===== config.mk =====
export PLATFORM = sky130hd
export DESIGN_NAME = cpu_debug_panel
export DESIGN_NICKNAME = d
export VERILOG_FILES = /design/src/rtl/cpu_debug_panel_pkg.sv /design/src/rtl/cpu_debug_panel_btn_debounce.sv /design/src/rtl/cpu_debug_panel.sv
export SDC_FILE = /design/constraint.sdc
export NUM_CORES = 1
export LEC_CHECK = 0
export CORE_UTILIZATION = 45
export CTS_CLUSTER_DIAMETER = 100
export DETAILED_ROUTE_END_ITERATION = 10
export PLACE_DENSITY = 0.78
export REMOVE_ABC_BUFFERS = 1
export SLEW_MARGIN = 0
export SYNTH_ARGS = -nofsm -noshare
export SYNTH_HDL_FRONTEND = slang
export SYNTH_SLANG_ARGS = --single-unit
export TNS_END_PERCENT = 100

===== constraint.sdc =====
create_clock -name i_clk -period 4.35 [get_ports i_clk]
set_input_delay 0.87 -clock i_clk [delete_from_list [all_inputs] [get_ports i_clk]]
set_output_delay 0.87 -clock i_clk [all_outputs]
set_load 0.01 [all_outputs]

===== src/rtl/cpu_debug_panel_pkg.sv =====
// Shared definitions for the cpu debug panel: step FSM encodings and 7-segment glyphs.
// Glyphs are active-low {dp,g,f,e,d,c,b,a}; dp is always off.
package cpu_debug_panel_pkg;

  typedef enum logic [1:0] {
    IDLE = 2'd0,
    HIGH = 2'd1,
    LOW  = 2'd2
  } step_state_t;

  localparam logic [7:0] SEG_BLANK = 8'hFF;
  localparam logic [7:0] SEG_0 = 8'hC0;
  localparam logic [7:0] SEG_1 = 8'hF9;
  localparam logic [7:0] SEG_2 = 8'hA4;
  localparam logic [7:0] SEG_3 = 8'hB0;
  localparam logic [7:0] SEG_4 = 8'h99;
  localparam logic [7:0] SEG_5 = 8'h92;
  localparam logic [7:0] SEG_6 = 8'h82;
  localparam logic [7:0] SEG_7 = 8'hF8;
  localparam logic [7:0] SEG_8 = 8'h80;
  localparam logic [7:0] SEG_9 = 8'h90;
  localparam logic [7:0] SEG_A = 8'h88;
  localparam logic [7:0] SEG_B = 8'h83;
  localparam logic [7:0] SEG_C = 8'hC6;
  localparam logic [7:0] SEG_D = 8'hA1;
  localparam logic [7:0] SEG_E = 8'h86;
  localparam logic [7:0] SEG_F = 8'h8E;

  function automatic logic [7:0] hex7seg(input logic [3:0] i_nib);
    logic [7:0] w_seg;
    case (i_nib)
      4'h0: w_seg = SEG_0;
      4'h1: w_seg = SEG_1;
      4'h2: w_seg = SEG_2;
      4'h3: w_seg = SEG_3;
      4'h4: w_seg = SEG_4;
      4'h5: w_seg = SEG_5;
      4'h6: w_seg = SEG_6;
      4'h7: w_seg = SEG_7;
      4'h8: w_seg = SEG_8;
      4'h9: w_seg = SEG_9;
      4'hA: w_seg = SEG_A;
      4'hB: w_seg = SEG_B;
      4'hC: w_seg = SEG_C;
      4'hD: w_seg = SEG_D;
      4'hE: w_seg = SEG_E;
      default: w_seg = SEG_F;
    endcase
    return w_seg;
  endfunction

endpackage


===== src/rtl/cpu_debug_panel_btn_debounce.sv =====
// Button conditioner: 2-flop synchroniser, counting debouncer, 1-cycle rise pulse.
// Level flips only after DEB_CYCLES consecutive samples that differ from it.
module btn_debounce #(
  parameter int DEB_CYCLES = 1_000_000
) (
  input  logic i_clk,
  input  logic i_rst,
  input  logic i_btn,
  output logic o_rise
);

  localparam int CW = $clog2(DEB_CYCLES + 1);
  localparam logic [CW-1:0] C_LAST = CW'(DEB_CYCLES - 1);

  logic          r_sync1;
  logic          r_sync2;
  logic          r_stable;
  logic [CW-1:0] r_cnt;
  logic          r_rise;

  always_ff @(posedge i_clk or posedge i_rst) begin
    if (i_rst) begin
      r_sync1  <= 1'b0;
      r_sync2  <= 1'b0;
      r_stable <= 1'b0;
      r_cnt    <= '0;
      r_rise   <= 1'b0;
    end else begin
      r_sync1 <= i_btn;
      r_sync2 <= r_sync1;
      r_rise  <= 1'b0;
      if (r_sync2 == r_stable) begin
        r_cnt <= '0;
      end else if (r_cnt == C_LAST) begin
        r_stable <= r_sync2;
        r_cnt    <= '0;
        r_rise   <= r_sync2;
      end else begin
        r_cnt <= r_cnt + 1'b1;
      end
    end
  end

  assign o_rise = r_rise;

endmodule


===== src/rtl/cpu_debug_panel.sv =====
// Front panel for the cpu debug port: single-step clock, view select, 8-digit hex display.
// All outputs are registered; the shown value is a snapshot so a frame never tears.
module cpu_debug_panel
  import cpu_debug_panel_pkg::*;
#(
  parameter int         DEB_CYCLES  = 1_000_000,
  parameter int         PULSE_CYC   = 4,
  parameter int         REFRESH_DIV = 100_000,
  parameter logic [3:0] SEL_RESET   = 4'd1
) (
  input  logic        i_clk,
  input  logic        i_rst,
  input  logic        i_step_btn,
  input  logic        i_sel_btn,
  input  logic [31:0] i_f,
  output logic        o_cpu_clk,
  output logic [3:0]  o_display,
  output logic [7:0]  o_an,
  output logic [7:0]  o_seg
);

  localparam int PW = $clog2(PULSE_CYC + 1);
  localparam int RW = $clog2(REFRESH_DIV + 1);
  localparam logic [PW-1:0] P_LAST = PW'(PULSE_CYC - 1);
  localparam logic [RW-1:0] R_LAST = RW'(REFRESH_DIV - 1);

  logic          w_step_rise;
  logic          w_sel_rise;
  step_state_t   r_state;
  logic [PW-1:0] r_pcnt;
  logic          r_cpu_clk;
  logic [3:0]    r_display;
  logic [31:0]   r_snap;
  logic [RW-1:0] r_ref;
  logic [2:0]    r_idx;
  logic [7:0]    r_an;
  logic [7:0]    r_seg;

  btn_debounce #(.DEB_CYCLES(DEB_CYCLES)) u_step_deb (
    .i_clk(i_clk), .i_rst(i_rst), .i_btn(i_step_btn), .o_rise(w_step_rise)
  );

  btn_debounce #(.DEB_CYCLES(DEB_CYCLES)) u_sel_deb (
    .i_clk(i_clk), .i_rst(i_rst), .i_btn(i_sel_btn), .o_rise(w_sel_rise)
  );

  logic       w_leave_low;
  logic       w_ref_tc;
  logic       w_wrap;
  logic [2:0] w_idx_nxt;

  assign w_leave_low = (r_state == LOW) && (r_pcnt == P_LAST);
  assign w_ref_tc    = (r_ref == R_LAST);
  assign w_wrap      = w_ref_tc && (r_idx == 3'd7);
  assign w_idx_nxt   = r_idx + 3'd1;

  // Presses arriving mid-pulse are dropped: only IDLE looks at the rise pulse.
  always_ff @(posedge i_clk or posedge i_rst) begin
    if (i_rst) begin
      r_state   <= IDLE;
      r_pcnt    <= '0;
      r_cpu_clk <= 1'b0;
    end else begin
      case (r_state)
        IDLE: begin
          if (w_step_rise) begin
            r_state   <= HIGH;
            r_cpu_clk <= 1'b1;
            r_pcnt    <= '0;
          end
        end
        HIGH: begin
          if (r_pcnt == P_LAST) begin
            r_state   <= LOW;
            r_cpu_clk <= 1'b0;
            r_pcnt    <= '0;
          end else begin
            r_pcnt <= r_pcnt + 1'b1;
          end
        end
        LOW: begin
          if (r_pcnt == P_LAST) begin
            r_state <= IDLE;
            r_pcnt  <= '0;
          end else begin
            r_pcnt <= r_pcnt + 1'b1;
          end
        end
        default: begin
          r_state   <= IDLE;
          r_cpu_clk <= 1'b0;
          r_pcnt    <= '0;
        end
      endcase
    end
  end

  always_ff @(posedge i_clk or posedge i_rst) begin
    if (i_rst) begin
      r_display <= SEL_RESET;
      r_snap    <= '0;
    end else begin
      if (w_sel_rise) r_display <= r_display + 4'd1;
      if (w_leave_low || w_sel_rise || w_wrap) r_snap <= i_f;
    end
  end

  // At the frame wrap the snapshot is reloaded this same cycle, so digit 0 takes i_f directly.
  always_ff @(posedge i_clk or posedge i_rst) begin
    if (i_rst) begin
      r_ref <= '0;
      r_idx <= '0;
      r_an  <= 8'hFE;
      r_seg <= SEG_BLANK;
    end else if (w_ref_tc) begin
      r_ref <= '0;
      r_idx <= w_idx_nxt;
      r_an  <= ~(8'b1 << w_idx_nxt);
      r_seg <= hex7seg(w_wrap ? i_f[3:0] : r_snap[{w_idx_nxt, 2'b00} +: 4]);
    end else begin
      r_ref <= r_ref + 1'b1;
    end
  end

  assign o_cpu_clk = r_cpu_clk;
  assign o_display = r_display;
  assign o_an      = r_an;
  assign o_seg     = r_seg;

endmodule


==> results.md, run 1 <==
- Routed vias/inst: roughly 5.3
- Max-slew headroom: between 30% and 40%
- Worst r2r src: r_idx[0]
- Critical path capture point: o_seg[3]
- Most frequent cells in the layout: 110 x dfrtp_1, 74 x nor2_1, 55 x clkdlybuf4s50_1
- Clock Power Share: between 50% and 60%
- Place WS: roughly 1100 ps
- Drt wl/cell: 15.0 um
- Max-cap violations: 0
- Seq/Total Area, Yosys: about half
- Power per cell area: ~370 mW/mm2
- I/O Buffers: 55
- CTS Buffer Depth: 2
- Nets@finish: 662
- Number of CTS-inserted buffers: 17
- H-tree depth: 4
- Post-DRT Antenna Nets: 0
- Crit-path max FO: 9
- Layout Skew: 12.7 ps
- Logic pwr share: 4.4%
- Internal cell power: between 0.002 and 0.0025 W
- Total GRT Usage: 18.8%
- Area Growth Syn to Fin: 20.9%
- Max Fclk: about 300 MHz
- Crit. Startpoint: r_idx[0]
- # DRC: 0
- Placement row count: 42
- Most used DFF post-synth: dfrtp_1
- Final setup viols: 0
- Net switching share of the total power: 24.1%
- Post-Route WL: between 10,000 and 15,000 um
- Final worst-path cycle share: between 70 and 80%
- Die extent in y: between 100 and 150 um
- Tmin final: roughly 3300 ps
- Actual slew at the worst max-slew pin: a little under 1000 ps
- Total core area: approximately 0.013 mm2
- Net Sw Power: approximately 0.00065 W
- Commonest non-fill, non-tap cell in the layout: dfrtp_1
- Largest net degree at the start of global routing: between 80 and 90
- Worst-path clk slew: 60 ps
- Die X: between 100 and 150 um
- Tightest Hold Check Type: flip-flop to flip-flop
- Final setup margin: around 1100 ps
- Initial antenna violation count: 0
- Clk Tree Root Cell: clkbuf_16
- Worst R2R End: o_seg[3]
- Vias in the first global route: 4,298
- Die area: about 0.014 mm2
- Setup repair bufs after CTS: 0
- Critical path type: flip-flop to flip-flop
- Post-DP HPWL: ~8200 um
- Cells after synthesis: between 500 and 600
- Leakage: 3.12 nW
- TNS Setup: 0 ps
- Routability cong.: between 0.8 and 0.9
- Starting Density: a little under half
- PostCTS Resize Cnt: 0
- Clk sinks: 125
- Library cells used by synthesis: 56
- Data arrival time of the critical path: between 3000 and 4000 ps
- EDFF count, synth: 0
- Mean Syn Cell Area: about 11 um2
- Worst skew pair latency: approximately 430 ps
- Hold buffers post-CTS: 0
- Hold slack final: 347 ps
- DP Cell Count: roughly 760
- Flop pwr share: 44.5%
- R2R setup slack: around 1100 ps
- VDD IR-drop max: approximately 0.37 mV
- RSZ-0062 raised after global routing: no
- Worst r2r path cells: 11
- Synth Cell Area: 0.00609 mm2
- DR iter-0 viols: approximately 280
- TritonCTS clock tree: done
- GRT Residual Overflow: 0
- Post-synth ARST share: 100%
- Post-layout util: between 50% and 60%
- Synth warn: 0
- 1st-pass router iterations: 4
- Layout Cells excl Fill: a little under 800
- Setup crit end kind: flip-flop
- Pins Over Slew Limit: 0
- Worst Setup Start Kind: flip-flop
- Routed via count: around 4.2k
- Outcome: complete, no violations
- CP required: 4700 ps
- Global-route wire length before repair: approximately 21,000 um
- Hold_sp: u_sel_deb.r_sync1
- FF+latch count, synth: about 130
- Fin. Hold Viols: 0
- Layout cells sized above 1: between 15 and 20%
- Antenna cells: 0
- Io pins: 57
## worst max-delay path, stage by stage, from the launching register on
cell and delay [ps]:
dfrtp_1 410, inv_2 130, ha_1 600, mux4_2 580, mux2i_1 250, nand2_1 90
o21ai_0 210, inv_1 170, ha_1 260, and3_4 160, a211oi_1 240, o21ai_1 100
## power by group through the flow
| stage | sequential [W] | combinational (W) | clock, W |
|---|---|---|---|
| 3_3_place_gp | 0.00122 | 0.000115 | 0 |
| 3_5_place_dp | 0.00122 | 0.000120 | 0 |
| 6_report | 0.00120 | 0.000118 | 0.00138 |
| 5_1_grt | 0.00120 | 0.000133 | 0.00146 |
| 2_1_floorplan | 0.00121 | 0.0000665 | 0 |
| 4_1_cts | 0.00120 | 0.000120 | 0.00140 |
## registers in the layout, indices dropped and copies added, names as in the netlist
register and flops:
o_an 8, o_cpu_clk 1, o_display 4, o_seg 7
r_idx 3, r_pcnt 3, r_ref 17, r_snap 32
r_state 2, u_sel_deb.o_rise 1, u_sel_deb.r_cnt 20, u_sel_deb.r_stable 1
u_sel_deb.r_sync1 1, u_sel_deb.r_sync2 1, u_step_deb.o_rise 1, u_step_deb.r_cnt 20
u_step_deb.r_stable 1, u_step_deb.r_sync1 1, u_step_deb.r_sync2 1
## metrics by stage
step	power [W]	area [um2]
floorplan	0.00128	5980
detailed placement	0.00134	6790
finish	0.00270	7360
global route	0.00280	7360
CTS	0.00272	7360
global placement	0.00133	6790
## metal layers
metal	track usage [%]	wire length (um)
met4	9.13	297
met2	30.3	5920
met1	23.0	5240
met5	0	0
met3	5.41	475
## worst min-delay path by stage
stage / to / slack, ps / depth (start not counted)
after global placement: u_step_deb.r_sync2 / 340 / 0
after floorplan: u_sel_deb.r_sync2 / 330 / 0
after CTS: u_sel_deb.r_sync2 / 350 / 0
after global routing: u_step_deb.r_sync2 / 350 / 0
after detailed placement: u_sel_deb.r_sync2 / 330 / 0
final: u_sel_deb.r_sync2 / 350 / 0
## area by class of cell
class / instances / area [um2]
multi-input cells: 385 / 2770
flip-flops and latches: 125 / 3150
clock buffers: 17 / 425
inverters: 18 / 70.1
well taps: 176 / 220
clock inverters: 15 / 151
fillers: 1085 / 5880
repair buffers: 59 / 581
## cell families (layout without fill, tap and decap cells)
family	Yosys count	count (layout)	synth area share, %
xor gates and xnor gates	55	55	7.91
AOI/OAI and AO/OA	52	52	5.01
DFF	125	125	51.6
other	1	1	0.0615
muxes	50	50	10.8
buffers and inverters	35	109	3.00
and+or+nand+nor	207	207	17.5
adders and majority gates	20	20	4.11
## synthesized netlist by cell type, types with 2 or more instances
cell	count	area share (%)
and4_1	5	0.72
o21ai_0	16	1.3
a21oi_1	14	1.1
and4b_1	2	0.33
or3_1	6	0.62
o31ai_1	2	0.25
a31oi_1	9	0.92
buf_6	5	0.92
nor3_1	13	1.1
and3_1	7	0.72
mux2_2	37	6.8
xor2_1	22	3.2
dfstp_2	15	6.5
mux2i_1	4	0.66
dfrtp_1	110	45
nand3_1	30	2.5
nor4_1	5	0.51
mux4_1	2	0.86
nand3b_1	2	0.25
nor2b_1	2	0.21
nand2_1	33	2.0
nor4b_1	2	0.29
xnor2_1	33	4.7
mux4_2	6	2.2
clkbuf_1	2	0.12
nor2_1	74	4.6
inv_1	17	1.0
and3b_1	2	0.29
a211oi_1	3	0.37
ha_1	20	4.1
buf_2	8	0.66
o21a_1	2	0.25
or2_2	2	0.21
nor4bb_1	2	0.33
nand4_1	10	1.0
Power figures use the tool's default switching activity.
==> run 2: changes to the inputs <==
--- a/config.mk
+++ b/config.mk
@@ -8,7 +8,7 @@
 export CORE_UTILIZATION = 45
 export CTS_CLUSTER_DIAMETER = 100
 export DETAILED_ROUTE_END_ITERATION = 10
-export PLACE_DENSITY = 0.78
+export PLACE_DENSITY = 0.75
 export REMOVE_ABC_BUFFERS = 1
 export SLEW_MARGIN = 0
 export SYNTH_ARGS = -nofsm -noshare
==> constraint.sdc (replaced) <==
create_clock -name i_clk -period 3.2 [get_ports i_clk]
set_input_delay 0.64 -clock i_clk [delete_from_list [all_inputs] [get_ports i_clk]]
set_output_delay 0.64 -clock i_clk [all_outputs]
set_load 0.01 [all_outputs]
==> results.md, run 2 (synthesis results as in run 1) <==
- Outcome: complete, no violations (unchanged)
- GRT Residual Overflow: 0 (unchanged)
- Max-cap violations: 0 (unchanged)
- 1st-pass router iterations: 4 (unchanged)
- Clk Tree Root Cell: clkbuf_16 (unchanged)
- Actual slew at the worst max-slew pin: 693 ps (was 974 ps)
- Tmin final: 2980 ps (was 3280 ps)
- Worst Setup Start Kind: flip-flop (unchanged)
- Routed vias/inst: 5.27 (was 5.34)
- Die extent in y: 118 um (unchanged)
- Most flops, register: r_snap (unchanged)
- Routability cong.: 0.906 (was 0.856)
- CP required: 3530 ps (was 4700 ps)
- Hold buffers post-CTS: 0 (unchanged)
- Setup crit end kind: flip-flop (unchanged)
- Max Fclk: 335 MHz (was 305 MHz)
- Layout cells sized above 1: 17.9% (was 17.4%)
- Post-DP HPWL: 8270 um (was 8220 um)
- Placement row count: 42 (unchanged)
- Layout Skew: 9.23 ps (was 12.7 ps)
- Total core area: 0.0132 mm2 (unchanged)
- DR iter-0 viols: 230 (was 277)
- Antenna cells: 0 (unchanged)
- Starting Density: 46.0% (unchanged)
- TritonCTS clock tree: done (unchanged)
- Final worst-path cycle share: 93.2% (was 75.5%)
- Crit-path max FO: 7 (was 9)
- Layout Cells excl Fill: 800 (was 795)
- Worst r2r path cells: 11 (unchanged)
- Data arrival time of the critical path: 3310 ps (was 3630 ps)
- Io pins: 57 (unchanged)
- Area Growth Syn to Fin: 21.7% (was 20.9%)
- Critical path type: flip-flop to flip-flop (unchanged)
- Largest net degree at the start of global routing: 59 (was 82)
- VDD IR-drop max: 0.379 mV (was 0.372 mV)
- Worst skew pair latency: 420 ps (was 430 ps)
- Global-route wire length before repair: 20,000 um (was 20,600 um)
- R2R setup slack: 220 ps (was 1070 ps)
- Hold Path Depth: 0 (unchanged)
- TNS Setup: 0 ps (unchanged)
- Post-Route WL: 11,800 um (was 11,900 um)
- Sequential cell area: 0.00315 mm2 (unchanged)
- Post-DRT Antenna Nets: 0 (unchanged)
- CTS Buffer Depth: 2 (unchanged)
- Most frequent cells in the layout: 110 x dfrtp_1, 74 x nor2_1, 55 x clkdlybuf4s50_1 (unchanged)
- Die area: 0.0140 mm2 (unchanged)
- H-tree depth: 4 (unchanged)
- Area of the multi-input gates: 0.00278 mm2 (was 0.00277 mm2)
- Routed via count: 4,216 (was 4,245)
- Final setup viols: 0 (unchanged)
- PostCTS Resize Cnt: 0 (unchanged)
- DP Cell Count: 768 (was 763)
- Fin. Hold Viols: 0 (unchanged)
- Total GRT Usage: 18.4% (was 18.8%)
- Worst-path clk slew: 60 ps (about the same)
- Fillers: 1,109 (was 1,085)
- Die X: 118 um (unchanged)
- Tightest Hold Check Type: flip-flop to flip-flop (unchanged)
- Number of CTS-inserted buffers: 17 (unchanged)
- Clk sinks: 125 (unchanged)
- Nets@finish: 667 (was 662)
- I/O Buffers: 55 (unchanged)
- Vias in the first global route: 4,192 (was 4,298)
- Initial antenna violation count: 0 (unchanged)
- Drt wl/cell: 14.8 um (was 15.0 um)
- Pins Over Slew Limit: 0 (unchanged)
- Biggest regs: r_snap (32), u_sel_deb.r_cnt (20), u_step_deb.r_cnt (20) (unchanged)
- Setup repair bufs after CTS: 0 (unchanged)
- Leakage: 3.15 nW (was 3.12 nW)
- Commonest non-fill, non-tap cell in the layout: dfrtp_1 (unchanged)
- # DRC: 0 (unchanged)
- RSZ-0062 raised after global routing: no (unchanged)
- Largest register FFs: 32 (unchanged)
- Max-slew headroom: 53.4% (was 35.1%)
- Power per cell area: 486 mW/mm2 (was 366 mW/mm2)
-- run 2: path summary, 6_finish.rpt --
| kind | to | start |
|---|---|---|
| worst max-delay path | o_seg[5] | r_idx[1] |
| min in group asynchronous | u_sel_deb.r_stable | i_rst |
| worst max register to register | o_seg[5] | r_idx[1] |
| worst min-delay path | u_sel_deb.r_sync2 | u_sel_deb.r_sync1 |
| worst min register to register | u_sel_deb.r_sync2 | u_sel_deb.r_sync1 |
| max in group asynchronous | o_an[3] | i_rst |
-- run 2: report_power, final --
group / internal, W / switching, W
Combinational: 0.0000826 / 0.0000803
Sequential: 0.00161 / 0.0000190
Clock: 0.00117 / 0.000641
-- run 2: per-stage QoR --
| step | utilization (%) | worst slack (ps) | instance area [um2] | hold WS [ps] | total power (W) |
|---|---|---|---|---|---|
| finish | 56.0 | 218 | 7420 | 355 | 0.00360 |
| global route | 56.0 | 11.3 | 7420 | 366 | 0.00374 |
| CTS | 55.9 | 105 | 7410 | 357 | 0.00364 |
| detailed placement | 51.6 | 120 | 6840 | 343 | 0.00182 |
| global placement | 51.6 | 305 | 6840 | 331 | 0.00182 |
| floorplan | - | -743 | 5980 | 331 | 0.00174 |
-- run 2: final cells by class --
type	count	area share [%]
Inverter	18	0.945
Timing Repair Buffer	64	8.50
Tap cell	176	2.97
Clock buffer	26	6.87
Multi-Input combinational cell	385	37.5
Sequential cell	125	42.4
Clock inverter	6	0.810
-- run 2: critical path, cell delays in order, from the launching register on --
cell and delay [ps]:
dfrtp_1 400, inv_1 100, ha_2 460, mux4_2 530, mux2i_1 250, nand2_1 90, o21ai_1 210, inv_1 140
ha_1 250, and3_4 160, nor3_1 190, o21ai_0 120
-- run 2: per-layer routing --
metal / routed length (um) / GRT usage, % / share of wire [%] / up-vias
met5: 0 / 0 / 0 / -
met4: 144 / 6.17 / 1.2 / 0
met3: 492 / 5.84 / 4.2 / 13
met2: 5900 / 30.6 / 50 / 87
met1: 5280 / 22.5 / 45 / 2078
li1: - / - / - / 2038
